File: src/rtl/quad_decoder_counter_if.sv
// -----------------------------------------------------------------------------
// quad_decoder_counter_if
//   Groups the encoder pins, the load/clear controls and the position outputs
//   of quad_decoder_counter into one bundle. clk and rst are not part of it.
//
//   Signals
//     a_in, b_in : quadrature channels A/B (asynchronous to clk)
//     load, d_in : synchronous load strobe and load value
//     clr_err    : synchronous clear of the sticky err flag
//     count      : current position
//     dir        : direction of the last legal step (1 = up, 0 = down)
//     step, wrap : one-cycle pulses after a decoded step / a wrapping step
//     err        : sticky illegal-transition flag
//
//   Modports
//     master : the side driving pins and controls (datapath / testbench)
//     slave  : the decoder/counter itself
// -----------------------------------------------------------------------------
interface quad_decoder_counter_if #(
    parameter int WIDTH = 8
);
    logic             a_in;
    logic             b_in;
    logic             load;
    logic [WIDTH-1:0] d_in;
    logic             clr_err;
    logic [WIDTH-1:0] count;
    logic             dir;
    logic             step;
    logic             wrap;
    logic             err;

    modport master (
        output a_in, b_in, load, d_in, clr_err,
        input  count, dir, step, wrap, err
    );

    modport slave (
        input  a_in, b_in, load, d_in, clr_err,
        output count, dir, step, wrap, err
    );
endinterface

File: src/rtl/quad_decoder_counter.sv
// -----------------------------------------------------------------------------
// quad_decoder_counter
//   x4 quadrature (A/B) decoder driving a loadable up/down position counter
//   that wraps at both ends. Every legal edge on A or B moves the count by one;
//   a sample where both A and B changed is flagged in a sticky err bit.
//
//   Parameters
//     WIDTH       : width of the position counter and load data
//     SYNC_STAGES : synchronizer flops per quadrature input (2..4)
//
//   Ports
//     clk : clock, all state updates on the rising edge
//     rst : asynchronous, active-high reset
//     bus : quad_decoder_counter_if.slave
//             in : a_in, b_in, load, d_in, clr_err
//             out: count, dir, step, wrap, err
//
//   Timing: a pin edge captured at clock edge k is decoded at edge
//   k+SYNC_STAGES; step/wrap are high in the cycle following that edge.
// -----------------------------------------------------------------------------
module quad_decoder_counter #(
    parameter int WIDTH       = 8,
    parameter int SYNC_STAGES = 2
) (
    input  logic                   clk,
    input  logic                   rst,
    quad_decoder_counter_if.slave  bus
);

    localparam logic [WIDTH-1:0] ONE       = WIDTH'(1);
    localparam logic [WIDTH-1:0] ALL_ONES  = {WIDTH{1'b1}};
    localparam logic [WIDTH-1:0] ALL_ZEROS = {WIDTH{1'b0}};
    // INIT spans SYNC_STAGES+1 edges: the counter runs 0..SYNC_STAGES.
    localparam logic [2:0]       INIT_LAST = 3'(SYNC_STAGES);

    // -------------------------------------------------------------------------
    // Input synchronizers, one flop chain per channel.
    // -------------------------------------------------------------------------
    genvar gi;
    generate
        for (gi = 0; gi < SYNC_STAGES; gi++) begin : g_sync
            logic r_a;
            logic r_b;
            if (gi == 0) begin : g_first
                always_ff @(posedge clk or posedge rst) begin
                    if (rst) begin
                        r_a <= 1'b0;
                        r_b <= 1'b0;
                    end else begin
                        r_a <= bus.a_in;
                        r_b <= bus.b_in;
                    end
                end
            end else begin : g_chain
                always_ff @(posedge clk or posedge rst) begin
                    if (rst) begin
                        r_a <= 1'b0;
                        r_b <= 1'b0;
                    end else begin
                        r_a <= g_sync[gi-1].r_a;
                        r_b <= g_sync[gi-1].r_b;
                    end
                end
            end
        end
    endgenerate

    logic [1:0] w_ab_s;
    assign w_ab_s = {g_sync[SYNC_STAGES-1].r_a, g_sync[SYNC_STAGES-1].r_b};

    // -------------------------------------------------------------------------
    // Start-up FSM. INIT lets the synchronizers fill with the real pin levels
    // (and prev_ab follow them) before any transition is interpreted, so pins
    // resting at a non-00 level across reset do not look like motion.
    // -------------------------------------------------------------------------
    typedef enum logic {
        ST_INIT = 1'b0,
        ST_RUN  = 1'b1
    } state_t;

    state_t     r_state;
    state_t     w_state_next;
    logic [2:0] r_init_cnt;
    logic [2:0] w_init_cnt_next;
    logic       w_decode_en;

    always_ff @(posedge clk or posedge rst) begin
        if (rst) begin
            r_state    <= ST_INIT;
            r_init_cnt <= 3'd0;
        end else begin
            r_state    <= w_state_next;
            r_init_cnt <= w_init_cnt_next;
        end
    end

    always_comb begin
        w_state_next    = r_state;
        w_init_cnt_next = r_init_cnt;
        w_decode_en     = 1'b0;
        case (r_state)
            ST_INIT: begin
                if (r_init_cnt == INIT_LAST) begin
                    w_state_next = ST_RUN;
                end else begin
                    w_init_cnt_next = r_init_cnt + 3'd1;
                end
            end
            ST_RUN: begin
                w_decode_en = 1'b1;
            end
            default: begin
                w_state_next = ST_INIT;
            end
        endcase
    end

    // -------------------------------------------------------------------------
    // Transition decode on (prev_ab, ab_s).
    // -------------------------------------------------------------------------
    logic [1:0] r_prev_ab;
    logic       w_pat_up;
    logic       w_pat_dn;
    logic       w_step_up;
    logic       w_step_dn;
    logic       w_illegal;

    always_comb begin
        w_pat_up = 1'b0;
        w_pat_dn = 1'b0;
        case ({r_prev_ab, w_ab_s})
            // A leads B: 00->10->11->01->00
            4'b00_10, 4'b10_11, 4'b11_01, 4'b01_00: w_pat_up = 1'b1;
            // B leads A: 00->01->11->10->00
            4'b00_01, 4'b01_11, 4'b11_10, 4'b10_00: w_pat_dn = 1'b1;
            default: begin
                w_pat_up = 1'b0;
                w_pat_dn = 1'b0;
            end
        endcase
    end

    assign w_step_up = w_decode_en & w_pat_up;
    assign w_step_dn = w_decode_en & w_pat_dn;
    // Both bits flipping between two samples means an edge was missed.
    assign w_illegal = w_decode_en & ((w_ab_s ^ r_prev_ab) == 2'b11);

    // -------------------------------------------------------------------------
    // Position counter and status outputs.
    // -------------------------------------------------------------------------
    logic [WIDTH-1:0] r_count;
    logic             r_dir;
    logic             r_step;
    logic             r_wrap;
    logic             r_err;
    logic             w_at_max;
    logic             w_at_zero;

    assign w_at_max  = (r_count == ALL_ONES);
    assign w_at_zero = (r_count == ALL_ZEROS);

    always_ff @(posedge clk or posedge rst) begin
        if (rst) begin
            r_prev_ab <= 2'b00;
            r_count   <= ALL_ZEROS;
            r_dir     <= 1'b1;
            r_step    <= 1'b0;
            r_wrap    <= 1'b0;
            r_err     <= 1'b0;
        end else begin
            // prev_ab tracks every cycle, so a step overridden by load is
            // dropped, not replayed later.
            r_prev_ab <= w_ab_s;
            r_step    <= 1'b0;
            r_wrap    <= 1'b0;

            if (bus.load) begin
                r_count <= bus.d_in;
            end else if (w_step_up) begin
                r_count <= w_at_max ? ALL_ZEROS : (r_count + ONE);
                r_wrap  <= w_at_max;
                r_step  <= 1'b1;
                r_dir   <= 1'b1;
            end else if (w_step_dn) begin
                r_count <= w_at_zero ? ALL_ONES : (r_count - ONE);
                r_wrap  <= w_at_zero;
                r_step  <= 1'b1;
                r_dir   <= 1'b0;
            end

            // A new illegal transition outranks a simultaneous clear.
            if (w_illegal) begin
                r_err <= 1'b1;
            end else if (bus.clr_err) begin
                r_err <= 1'b0;
            end
        end
    end

    assign bus.count = r_count;
    assign bus.dir   = r_dir;
    assign bus.step  = r_step;
    assign bus.wrap  = r_wrap;
    assign bus.err   = r_err;

endmodule

File: src/flat_wrapper.sv
// flat-port wrapper written by rule: the top's interface ports become plain ports
module quad_decoder_counter_flat 
#(
    parameter int WIDTH       = 8,
    parameter int SYNC_STAGES = 2
)
  (clk, rst, bus_a_in, bus_b_in, bus_load, bus_d_in, bus_clr_err, bus_count, bus_dir, bus_step, bus_wrap, bus_err);
  quad_decoder_counter_if #(.WIDTH(WIDTH)) bus_i ();
  input  logic clk;
  input  logic rst;
  input wire logic [$bits(bus_i.a_in)-1:0] bus_a_in;
  input wire logic [$bits(bus_i.b_in)-1:0] bus_b_in;
  input wire logic [$bits(bus_i.load)-1:0] bus_load;
  input wire logic [$bits(bus_i.d_in)-1:0] bus_d_in;
  input wire logic [$bits(bus_i.clr_err)-1:0] bus_clr_err;
  output wire logic [$bits(bus_i.count)-1:0] bus_count;
  output wire logic [$bits(bus_i.dir)-1:0] bus_dir;
  output wire logic [$bits(bus_i.step)-1:0] bus_step;
  output wire logic [$bits(bus_i.wrap)-1:0] bus_wrap;
  output wire logic [$bits(bus_i.err)-1:0] bus_err;
  assign bus_i.a_in = bus_a_in;
  assign bus_i.b_in = bus_b_in;
  assign bus_i.load = bus_load;
  assign bus_i.d_in = bus_d_in;
  assign bus_i.clr_err = bus_clr_err;
  assign bus_count = bus_i.count;
  assign bus_dir = bus_i.dir;
  assign bus_step = bus_i.step;
  assign bus_wrap = bus_i.wrap;
  assign bus_err = bus_i.err;
  quad_decoder_counter #(.WIDTH(WIDTH), .SYNC_STAGES(SYNC_STAGES)) u_core (.clk(clk), .rst(rst), .bus(bus_i));
endmodule
File: config.mk
export PLATFORM = sky130hd
export DESIGN_NAME = quad_decoder_counter_flat
export DESIGN_NICKNAME = d
export VERILOG_FILES = /design/src/rtl/quad_decoder_counter_if.sv /design/src/rtl/quad_decoder_counter.sv /design/src/flat_wrapper.sv
export SDC_FILE = /design/constraint.sdc
export NUM_CORES = 1
export LEC_CHECK = 0
export BUFFER_PORTS_ARGS = -buffer_cell sky130_fd_sc_hd__buf_2
export CAP_MARGIN = 40
export CORE_MARGIN = 1
export CORE_UTILIZATION = 40
export DETAILED_ROUTE_END_ITERATION = 10
export SLEW_MARGIN = 20
export SYNTH_ARGS = -nofsm -noshare
export SYNTH_HDL_FRONTEND = slang
export SYNTH_SLANG_ARGS = --single-unit
File: constraint.sdc
create_clock -name clk -period 2.3 [get_ports clk]
set_clock_uncertainty 0.1 [all_clocks]
set_input_delay 0.46 -clock clk [delete_from_list [all_inputs] [get_ports clk]]
set_output_delay 0.46 -clock clk [all_outputs]
set_load 0.01 [all_outputs]
# ---- After elaboration in Yosys (flattened, before gate mapping)
# Index checks and enable logic that the tools add are counted.
dict set report word_totals {
  register_bits 22
  inputBits 14
  out_inout_bits 12
}
dict set report classes {
  reduce_logical 8
  n_addsub 3
  n_mux 20
  eq_ne 11
  bitwise 7
}
# cell count
set ops {}
lappend ops {{2-to-1 mux 8 bit} 5}
lappend ops {{== test 4 bit (second input constant)} 4}
lappend ops {{2-to-1 mux 1 bit} 15}
lappend ops {{adder 8 x 1 -> 8 bit (second input constant)} 1}
lappend ops {{== test 4 x 3 -> 1 bit (second input constant)} 2}
lappend ops {{== test 8 bit (second input constant)} 1}
lappend ops {{zero test 8 bit} 1}
lappend ops {{OR reduction 4 bit} 2}
lappend ops {{subtractor 8 x 1 -> 8 bit (second input constant)} 1}
lappend ops {{== test 4 x 1 -> 1 bit (second input constant)} 1}
lappend ops {{== test 4 x 2 -> 1 bit (second input constant)} 1}
lappend ops {{AND reduction 2 bit} 2}
lappend ops {{nonzero test 2 bit} 2}
lappend ops {{adder 3 x 1 -> 3 bit (second input constant)} 1}
lappend ops {{AND 1 bit} 3}
lappend ops {{== test 3 x 2 -> 1 bit (second input constant)} 1}
lappend ops {{NOT 1 bit} 3}
lappend ops {{nonzero test 3 bit} 1}
lappend ops {{== test 2 bit (second input constant)} 1}
lappend ops {{bitwise XOR 2 bit} 1}

# ---- Depth between registers and ports, before layout
# Gate-level depths: netlist (run 1).
dict set report depth {
  ltp_word 7
  ltp_mapped 7
}

# ---- Least setup slack after synthesis (run 1)
# OpenSTA, ideal clock, no wires.
dict set report synth_timing {
  path_kind {reg-to-reg}
  startpoint {register u_core.r_count[0] (netlist: u_core.bus.count[0])}
  endpoint {register u_core.r_count[2] (netlist: u_core.bus.count[2])}
  required_ns 2.105
  stages_incl_launch_ff 8
  arrival_time_ns 1.709
  setup_ns 0.095
  synth_period_minus_slack_ns 1.904
  path_slack_ns 0.396
  path_cell_list {dfrtp_1 -> inv_1 -> ha_1 -> nor3b_1 -> and2_1 -> nor3_1 -> o31a_1 -> o31ai_1}
}
dict set report synth_between {
  elab_chain_len 5
  elab_cells_between_ends 9
}
# element line
set synth_lines {}
lappend synth_lines {{start, declared} quad_decoder_counter.sv:151} ;# logic [WIDTH-1:0] r_count;
lappend synth_lines {{start signal, assigned} quad_decoder_counter.sv:178} ;# r_count <= bus.d_in;
lappend synth_lines {{start signal, assigned} quad_decoder_counter.sv:180} ;# r_count <= w_at_max ? ALL_ZEROS : (r_count + ONE);
lappend synth_lines {{start signal, assigned} quad_decoder_counter.sv:185} ;# r_count <= w_at_zero ? ALL_ONES : (r_count - ONE);
lappend synth_lines {{subtractor 8 x 1 -> 8 bit / zero test 8 bit (equally long branches)} {quad_decoder_counter.sv:185, quad_decoder_counter.sv:160}}
lappend synth_lines {{2-to-1 mux 8 bit} quad_decoder_counter.sv:185}
lappend synth_lines {{2-to-1 mux 8 bit} quad_decoder_counter.sv:184} ;# end else if (w_step_dn) begin
lappend synth_lines {{2-to-1 mux 8 bit *} quad_decoder_counter.sv:179} ;# end else if (w_step_up) begin
lappend synth_lines {{2-to-1 mux 8 bit *} quad_decoder_counter.sv:177} ;# if (bus.load) begin
# Every way passes the cells marked *; elsewhere a longest branch is shown, timed or not. The select of a mux whose other input is x is not followed.
# A chain may end at the register's enable or synchronous reset.

# ---- Worst setup path in the final report (run 1)
dict set report layout_timing {
  startpoint {register u_core.r_count[0] (netlist: u_core.bus.count[0])}
  endpoint {register u_core.r_count[3] (netlist: u_core.bus.count[3])}
}
# The elaborated chain is that of the path after synthesis.

==> results of run 1 <==
[cell families after synthesis]
family                     Yosys count
AOI/OAI and AO/OA                   40
buffers and inverters               17
xor gates and xnor gates            10
and+or+nand+nor                     44
adders and majority gates            5
DFF                                 22
[worst min-delay path by stage]
stage / start / endpoint / slack [ns]
finish: rst / u_core.g_sync[0].r_b / 0.05
global route: rst / u_core.bus.step / 0.07
CTS: rst / u_core.bus.step / 0.05
detailed placement: u_core.g_sync[0].r_a / u_core.g_sync[1].r_a / 0.24
global placement: u_core.g_sync[0].r_a / u_core.g_sync[1].r_a / 0.23
floorplan: u_core.g_sync[0].r_a / u_core.g_sync[1].r_a / 0.23
[through the flow]
step / util / power, mW
floorplan: - / 0.7381
global placement: 0.4728 / 0.8148
detailed placement: 0.4728 / 0.8211
CTS: 0.4898 / 1.134
global route: 0.4915 / 1.196
finish: 0.4915 / 1.122
[worst max-delay path, stage by stage (launching register included)]
cell and delay (ns):
dfrtp_1 0.48, ha_1 0.24, and3_1 0.26, and3_1 0.29, a311oi_1 0.08, o211a_1 0.23
a211o_1 0.26
[registers in the layout, summed over array words and instances, names as in the netlist]
register and cells:
u_core.r_prev_ab 2, u_core.r_init_cnt 3, u_core.bus.count 8, u_core.bus.step 1
u_core.r_state 1, u_core.g_sync.r_b 2, u_core.bus.err 1, u_core.bus.dir 1
u_core.bus.wrap 1, u_core.g_sync.r_a 2
[timing repair]
item,4_1_cts,5_1_grt
buffers inserted,0,0
gates resized for setup,0,1
setup endpoints to repair,0,1
[layout make-up]
type                    count  area (sq um)  area share
well taps                  44         55.05     0.03639
multi-input cells          99         675.6      0.4467
repair buffers             27         140.1     0.09264
clock buffers               3         22.52     0.01489
inverters                  10         37.54     0.02481
clock inverters             1         30.03     0.01985
flip-flops and latches     22         551.8      0.3648
[Yosys cell counts (4+ instances only)]
master	instances
inv_1	10
nor3_1	4
dfrtp_1	21
nor2_1	6
nand2_1	12
nand3_1	4
xnor2_1	7
o21ai_1	7
a21oi_1	6
and3_1	4
ha_1	5
[power breakdown]
part           switching [mW]  internal, mW
registers              0.0712         0.430
logic                   0.175         0.140
clock network           0.130         0.176
total                   0.376         0.746
[routing by layer]
layer  up-vias  routed length (um)  track usage
li1        546                   -            -
met1       540                1320       0.2483
met2        35                1432       0.3149
met3         7                 127      0.02183
met4         0                  65      0.08844
met5         -                   0            0
==> reports/summary.txt, run 1 <==
Pwr Density: 741.7 nW/um^2
HP Class: in -> async
main combinational cell family by area after synthesis: compound AO/OA/AOI/OAI gates
Yosys warning count: 0
initial antenna violation count: 0
CP endpoint kind: flip-flop
Via density: 5.476
Area after DPL: 1455 sq um
CTS Hold Buffers Added: 0
worst-path fanout max: 8
most common cell after layout, fill and taps aside: buf_2
RSZ-0062 raised after global routing: no
top_reg_cell synth: dfrtp_1
Final setup viols: 0
setup TNS: 0 ns
total die area: 3495 sq um
WL/cell: 14.30 um
Synth top area share: 0.4027
total core area: 3078 sq um
Data required, critical path: 2.42 ns
cell taking the most area after synthesis: dfrtp_1
Final Hold Fails: 0
Synth Area in Adders: 0.04794
period utilization: 0.8864
final non-filler cell total: 206
post-synthesis xor/xnor area fraction: 0.06711
placed insts: 202
Boundary Pins: 26
leakage: 0.6946 nW
clk slew on worst S/H paths: 0.13 ns
worst vdd rail ir drop: 0.3259 mV
Skew-Pair Late Insertion Delay: 0.32 ns
drt drc: 0
post-synthesis simple-gate area fraction: 0.1860
max_cap viols: 0
Worst setup SP type: flip-flop
Nets: 182
dpl hpwl: 2.082 mm
# rows: 20
Final Wtd Congestion: 0.8802
Data arrival, critical path: 2.16 ns
Die H: 59.12 um
R2R Path End: u_core.bus.count[3]
Cell Area, Synth: 1305 sq um
Final ANT Viol Nets: 0
mux cell area share after synthesis: 0
CTS Sinks: 22
slack of the critical path: 0.2613 ns
outcome: finished, final reports clean
CTS Buf Count: 3
synthesized net count: 157
top cells by area, synth: dfrtp_1 (40%), ha_1 (4.8%), xnor2_1 (4.7%)
DR pass1 iterations: 4
Setup crit start: u_core.bus.count[0]
fmax: 490.5 MHz
Worst-Margin Slew: 0.4457 ns
layout cell share with drive strength beyond 1: 0.2099
starting density of the core: 0.4240
# fillers: 321
wire length of the first global-routing pass: 4.919 mm
vias in the first global route: 1074
Post-synth EDFFs: 0
max-slew violation count: 0
post-route cell area: 1513 sq um
Slew headroom: 0.7029
sequential-to-total area share from yosys stat: 0.4228
Yosys reg bits: 22
DRT Wirelength: 2.946 mm
largest net degree at the start of global routing: 23
total track usage: 0.1902
Synth Area per Inst: 9.457 sq um
share of synthesized registers carrying an async set or reset: 1.000
CP Class: reg -> reg
Critical Path End: u_core.bus.count[3]
R2R Path Start: u_core.bus.count[0]
CTS root buf: clkbuf_4
n_diodes: 0
Area growth, synth to finish: 15.92%
Buffers on Ports: 25
Worst R2R Setup Slack: 0.26 ns
GRT overflow: 0
CTS tree: built
die width: 59.12 um
dpl ws: 0.2694 ns
unique cell type count in the Yosys netlist: 40
hold_ws: 0.04804 ns
most frequent cells in the layout: buf_2 (25), dfrtp_1 (21), nand2_1 (12)
Initial DRC Count: 37
Reg2Reg Depth: 6
fin crit period: 2.039 ns
clock buffer depth: 2
Synth Area in Compound Gates: 0.2128
vias post-DR: 1128
Syn Inst Count: 138
H-tree depth: 1
(Power assumes the default switching activity.)
==> run 2: changes to the inputs <==
- BUFFER_PORTS_ARGS: -buffer_cell sky130_fd_sc_hd__buf_2 -> default
- DONT_BUFFER_PORTS: default -> 1
==> run 2 against run 1 <==
Combinational power decreased by 16%. Critical path type unchanged. Sequential cell count unchanged. Largest cell class unchanged. Sequential power increased by 3%. Core utilization decreased by 3.5 points. Global-route usage decreased by 0.095 points.
==> reports/summary.txt, run 2 (synthesis results as in run 1) <==
Final setup viols: 0 (unchanged)
Boundary Pins: 26 (unchanged)
setup TNS: 0 ns (unchanged)
period utilization: 0.9040 (+0.01759)
CTS tree: built
met2 Usage GRT: 0.3133 (-0.001623)
Slew headroom: 0.7033 (about the same)
Data required, critical path: 2.42 ns (about the same)
fmax: 481.0 MHz (-1.9%)
Initial DRC Count: 37 (unchanged)
most frequent cells in the layout: dfrtp_1 (21), nand2_1 (12), inv_1 (10)
worst-path fanout max: 8 (unchanged)
Buffers on Ports: 0 (-100%)
most common cell after layout, fill and taps aside: dfrtp_1
Data arrival, critical path: 2.20 ns (+0.04 ns)
met1 usage: 0.2458 (-0.002443)
largest net degree at the start of global routing: 23 (unchanged)
post-route cell area: 1405 sq um (-7.1%)
Net Switching: 369.8 uW (-1.6%)
WP buf/inv: 1 (+1)
DR pass1 iterations: 4 (unchanged)
H-tree depth: 1 (unchanged)
Comb pwr share: 0.243 (-0.038)
starting density of the core: 0.4240 (unchanged)
gr busiest metal: met2
final non-filler cell total: 183 (-11%)
total die area: 3495 sq um (unchanged)
Via density: 5.699 (+4.1%)
clk slew on worst S/H paths: 0.14 ns (about the same)
total core area: 3078 sq um (unchanged)
total track usage: 0.1892 (-0.0009527)
Nets: 159 (-13%)
dpl hpwl: 2.044 mm (-1.8%)
HP Class: in -> reg
Worst-Margin Slew: 0.4450 ns (-0.0006456 ns)
Skew-Pair Late Insertion Delay: 0.32 ns (about the same)
Final ANT Viol Nets: 0 (unchanged)
CTS Sinks: 22 (unchanged)
Setup Buffers After CTS: 0 (unchanged)
Die H: 59.12 um (unchanged)
worst vdd rail ir drop: 0.4158 mV (+28%)
max incr delay on CP: 0.53 ns (+0.05 ns)
die width: 59.12 um (unchanged)
Area growth, synth to finish: 7.670%
CTS Buf Count: 3 (unchanged)
worst-path cell chain: inv_1, ha_1, nor3b_2, and2_1, a211oi_1, a221oi_1, a211o_1
sequential power share: 0.474 (+0.027)
leakage: 0.6020 nW (-13%)
CP Class: reg -> reg
Pint: 722.1 uW (-3.2%)
n_diodes: 0 (unchanged)
clock buffer depth: 2 (unchanged)
Final Hold Fails: 0 (unchanged)
vias post-DR: 1043 (-7.5%)
layout cell share with drive strength beyond 1: 0.07194 (-0.1379)
Final Wtd Congestion: 0.9162 (+4.1%)
Worst setup SP type: flip-flop
RSZ-0062 raised after global routing: no
initial antenna violation count: 0 (unchanged)
GRT overflow: 0 (unchanged)
wire length of the first global-routing pass: 4.926 mm (+0.14%)
Net Sw Frac: 0.3387 (+0.003579)
drt drc: 0 (unchanged)
Pwr Total: 1.092 mW (-2.7%)
Area after DPL: 1338 sq um (-8.1%)
GR Layer Usage met3: 0.03057 (+0.008734)
Pwr Density: 777.1 nW/um^2 (+4.8%)
placed insts: 178 (-12%)
clock network power share: 0.284 (+0.011)
fin crit period: 2.079 ns (+0.04047 ns)
DRT Wirelength: 2.907 mm (-1.3%)
outcome: finished, final reports clean
# fillers: 315 (-1.9%)
max_cap viols: 0 (unchanged)
CP endpoint kind: flip-flop
WL/cell: 15.89 um (+11%)
Largest register FFs: 8 (unchanged)
vias in the first global route: 1039 (-3.3%)
CTS root buf: clkbuf_4
max-slew violation count: 0 (unchanged)
# rows: 20 (unchanged)
Critical-path top delay cell: dfrtp_1
delay-heaviest family, CP: compound AO/OA/AOI/OAI gates
[run 2: layer usage]
metal / up-vias / part of all wire
met5: - / 0
met1: 503 / 0.45
li1: 500 / -
met3: 2 / 0.063
met4: 0 / 0.0079
met2: 38 / 0.48
[run 2: final cells by class]
cell class / count / area, sq um / area share
clock buffer: 3 / 22.52 / 0.01603
timing repair buffer: 4 / 32.53 / 0.02315
inverter: 10 / 37.54 / 0.02671
multi-input combinational: 99 / 675.6 / 0.4809
sequential: 22 / 551.8 / 0.3927
clock inverter: 1 / 30.03 / 0.02137
tap: 44 / 55.05 / 0.03918
[run 2: worst paths after layout]
path	start	slack [ns]	cells after the start	to
max	u_core.bus.count[0]	0.22	7	u_core.bus.count[3]
min reg2reg	u_core.g_sync[0].r_a	0.26	0	u_core.g_sync[1].r_a
max in group asynchronous	rst	1.32	3	u_core.bus.dir
max reg2reg	u_core.bus.count[0]	0.22	7	u_core.bus.count[3]
min	bus_b_in	0.05	0	u_core.g_sync[0].r_b
min in group asynchronous	rst	0.50	3	u_core.bus.count[2]
[run 2: through the flow]
step | hold slack (ns) | setup WS [ns] | utilization
floorplan | 0.2312 | 0.3959 | -
global placement | 0.2337 | 0.2677 | 0.4346
detailed placement | 0.2347 | 0.1796 | 0.4346
CTS | 0.04740 | 0.1400 | 0.4549
global route | 0.03024 | 0.01803 | 0.4565
finish | 0.05432 | 0.2209 | 0.4565
[run 2: what timing repair did]
| item | in CTS | in global routing |
|---|---|---|
| hold endpoints to repair | 21 | 0 |
| endpoints found under the setup margin | 0 | 2 |
| hold buffers | 1 | 0 |
| resized for setup | 0 | 1 |
[run 2: power groups by stage]
| stage | registers [mW] | logic, mW | clock network, mW |
|---|---|---|---|
| after floorplan | 0.497 | 0.241 | 0 |
| after CTS | 0.516 | 0.264 | 0.313 |
| after detailed placement | 0.524 | 0.261 | 0 |
| final | 0.517 | 0.265 | 0.310 |
| after global routing | 0.525 | 0.302 | 0.325 |
| after global placement | 0.523 | 0.259 | 0 |
==> run 3: changes to the inputs <==
- RECOVER_POWER: default -> 50
==> run 3 against run 2 <==
Register-to-register slack about the same. Routed wire length fell by 0.34%. Final area decreased by 0.27%. Critical endpoint unchanged. Cell count is the same. Via count grew 0.58%. Largest cell class unchanged. Non-clock buffer count is the same. Worst hold slack gained 0.00075 ns. Global-route usage is the same. Combinational power about the same. Sequential power barely moved. Core utilization decreased by 0.12 points. Critical path depth stayed put. Highest routed layer unchanged.
==> reports/summary.txt, run 3 (synthesis results as in run 1) <==
worst vdd rail ir drop: 0.4158 mV (about the same)
DRT Wirelength: 2.897 mm (-0.34%)
worst-path fanout max: 8 (unchanged)
max_cap viols: 0 (unchanged)
Buffers on Ports: 0 (unchanged)
DR pass1 iterations: 4 (unchanged)
Data required, critical path: 2.42 ns (about the same)
CTS Sinks: 22 (unchanged)
Final setup viols: 0 (unchanged)
hold endpoint: u_core.g_sync[0].r_b
largest net degree at the start of global routing: 23 (unchanged)
Via density: 5.732 (+0.58%)
wire length of the first global-routing pass: 4.926 mm (unchanged)
period utilization: 0.9038 (about the same)
GRT overflow: 0 (unchanged)
fin crit period: 2.079 ns (-0.0003680 ns)
Comb pwr share: 0.243 (about the same)
vias in the first global route: 1039 (unchanged)
Final Hold Fails: 0 (unchanged)
clock network power share: 0.281 (-0.003)
Initial DRC Count: 35 (-5.4%)
Skew-Pair Late Insertion Delay: 0.31 ns (about the same)
Worst R2R Setup Slack: 0.22 ns (about the same)
Worst-Margin Slew: 1.222 ns (+0.7767 ns)
R2R Path Start: u_core.bus.count[0]
Final ANT Viol Nets: 0 (unchanged)
Largest register FFs: 8 (unchanged)
Setup Buffers After CTS: 0 (unchanged)
Area growth, synth to finish: 7.382%
Final Wtd Congestion: 0.9162 (unchanged)
HP Class: in -> reg
RSZ-0062 raised after global routing: no
leakage: 0.5984 nW (-0.60%)
most common cell after layout, fill and taps aside: dfrtp_1
dpl hpwl: 2.044 mm (unchanged)
Net Sw Frac: 0.3366 (-0.002103)
H-tree depth: 1 (unchanged)
CP endpoint kind: flip-flop
n_diodes: 0 (unchanged)
CTS root buf: clkbuf_4
Data arrival, critical path: 2.20 ns (about the same)
outcome: finished, final reports clean
R2R Path End: u_core.bus.count[3]
# rows: 20 (unchanged)
Pwr Total: 1.087 mW (-0.43%)
Net Switching: 366.0 uW (-1.1%)
sequential power share: 0.476 (+0.002)
CTS Buf Count: 3 (unchanged)
Die H: 59.12 um (unchanged)
HP Start: bus_b_in
Slew headroom: 0.1855 (-0.5178)
Pint: 721.2 uW (-0.12%)
die width: 59.12 um (unchanged)
Pwr Density: 775.8 nW/um^2 (-0.17%)
starting density of the core: 0.4240 (unchanged)
Worst setup SP type: flip-flop
CTS tree: built
Nets: 159 (unchanged)
WL/cell: 15.83 um (-0.34%)
total track usage: 0.1892 (unchanged)
Boundary Pins: 26 (unchanged)
total die area: 3495 sq um (unchanged)
max-slew violation count: 0 (unchanged)
total core area: 3078 sq um (unchanged)
setup TNS: 0 ns (unchanged)
initial antenna violation count: 0 (unchanged)
Hold Crit Depth: 0 (unchanged)
clock buffer depth: 2 (unchanged)
vias post-DR: 1049 (+0.58%)
CP Class: reg -> reg
Reg2Reg Depth: 7 (unchanged)
fmax: 481.1 MHz (about the same)
drt drc: 0 (unchanged)
layout cell share with drive strength beyond 1: 0.06475 (-0.007194)
clk slew on worst S/H paths: 0.13 ns (about the same)
most frequent cells in the layout: dfrtp_1 (21), nand2_1 (12), inv_1 (10)
==> run 3: stage by stage <==
step / util / hold WS [ns] / instances / setup slack (ns) / instance area (sq um)
final: 0.4553 / 0.05507 / 183 / 0.2212 / 1401
after global routing: 0.4553 / 0.03024 / 183 / 0.01803 / 1401
after CTS: 0.4549 / 0.04740 / 183 / 0.1400 / 1400
after detailed placement: 0.4346 / 0.2347 / 178 / 0.1796 / 1338
after global placement: 0.4346 / 0.2337 / 178 / 0.2677 / 1338
after floorplan: - / 0.2312 / 138 / 0.3959 / 1305
==> run 3: cell type report <==
class,count,area (sq um)
Inverter,10,37.54
Multi-Input combinational cell,99,675.6
Clock inverter,1,30.03
Timing Repair Buffer,4,28.78
Tap cell,44,55.05
Fill cell,317,1677
Clock buffer,3,22.52
Sequential cell,22,551.8
==> run 3: layer usage <==
layer | track usage | routed length, um | vias to the layer above
met5 | 0 | 0 | -
met4 | 0.07823 | 23 | 0
met3 | 0.03057 | 189 | 2
met2 | 0.3133 | 1404 | 42
met1 | 0.2458 | 1279 | 506
li1 | - | - | 499
==> run 3: power groups by stage <==
stage / clock network, mW / registers, mW / logic (mW)
3_5_place_dp: 0 / 0.524 / 0.261
3_3_place_gp: 0 / 0.523 / 0.259
4_1_cts: 0.313 / 0.516 / 0.264
5_1_grt: 0.325 / 0.525 / 0.301
2_1_floorplan: 0 / 0.497 / 0.241
6_report: 0.306 / 0.517 / 0.264
==> run 3: timing repair <==
item / in CTS / in global routing
hold buffers: 1 / 0
hold endpoints to repair: 21 / 0
endpoints found under the setup margin: 0 / 2
resized for setup: 0 / 1
==> run 3: worst max-delay path by stage <==
stage | slack (ns) | endpoint | depth (start not counted) | start
2_1_floorplan | 0.40 | u_core.bus.count[2] | 7 | u_core.bus.count[0]
3_3_place_gp | 0.27 | u_core.bus.count[3] | 7 | u_core.bus.count[0]
3_5_place_dp | 0.18 | u_core.bus.count[2] | 7 | u_core.bus.count[0]
4_1_cts | 0.14 | u_core.bus.count[2] | 7 | u_core.bus.count[0]
5_1_grt | 0.02 | u_core.bus.count[2] | 7 | u_core.bus.count[1]
6_report | 0.22 | u_core.bus.count[3] | 7 | u_core.bus.count[0]
==> run 3: worst max-delay path, stage by stage (launching register included) <==
cell and delay, ns:
dfrtp_1 0.53, inv_1 0.12, ha_1 0.24, nor3b_2 0.18, and2_1 0.19, a211oi_1 0.23
a221oi_1 0.12, a211o_1 0.27
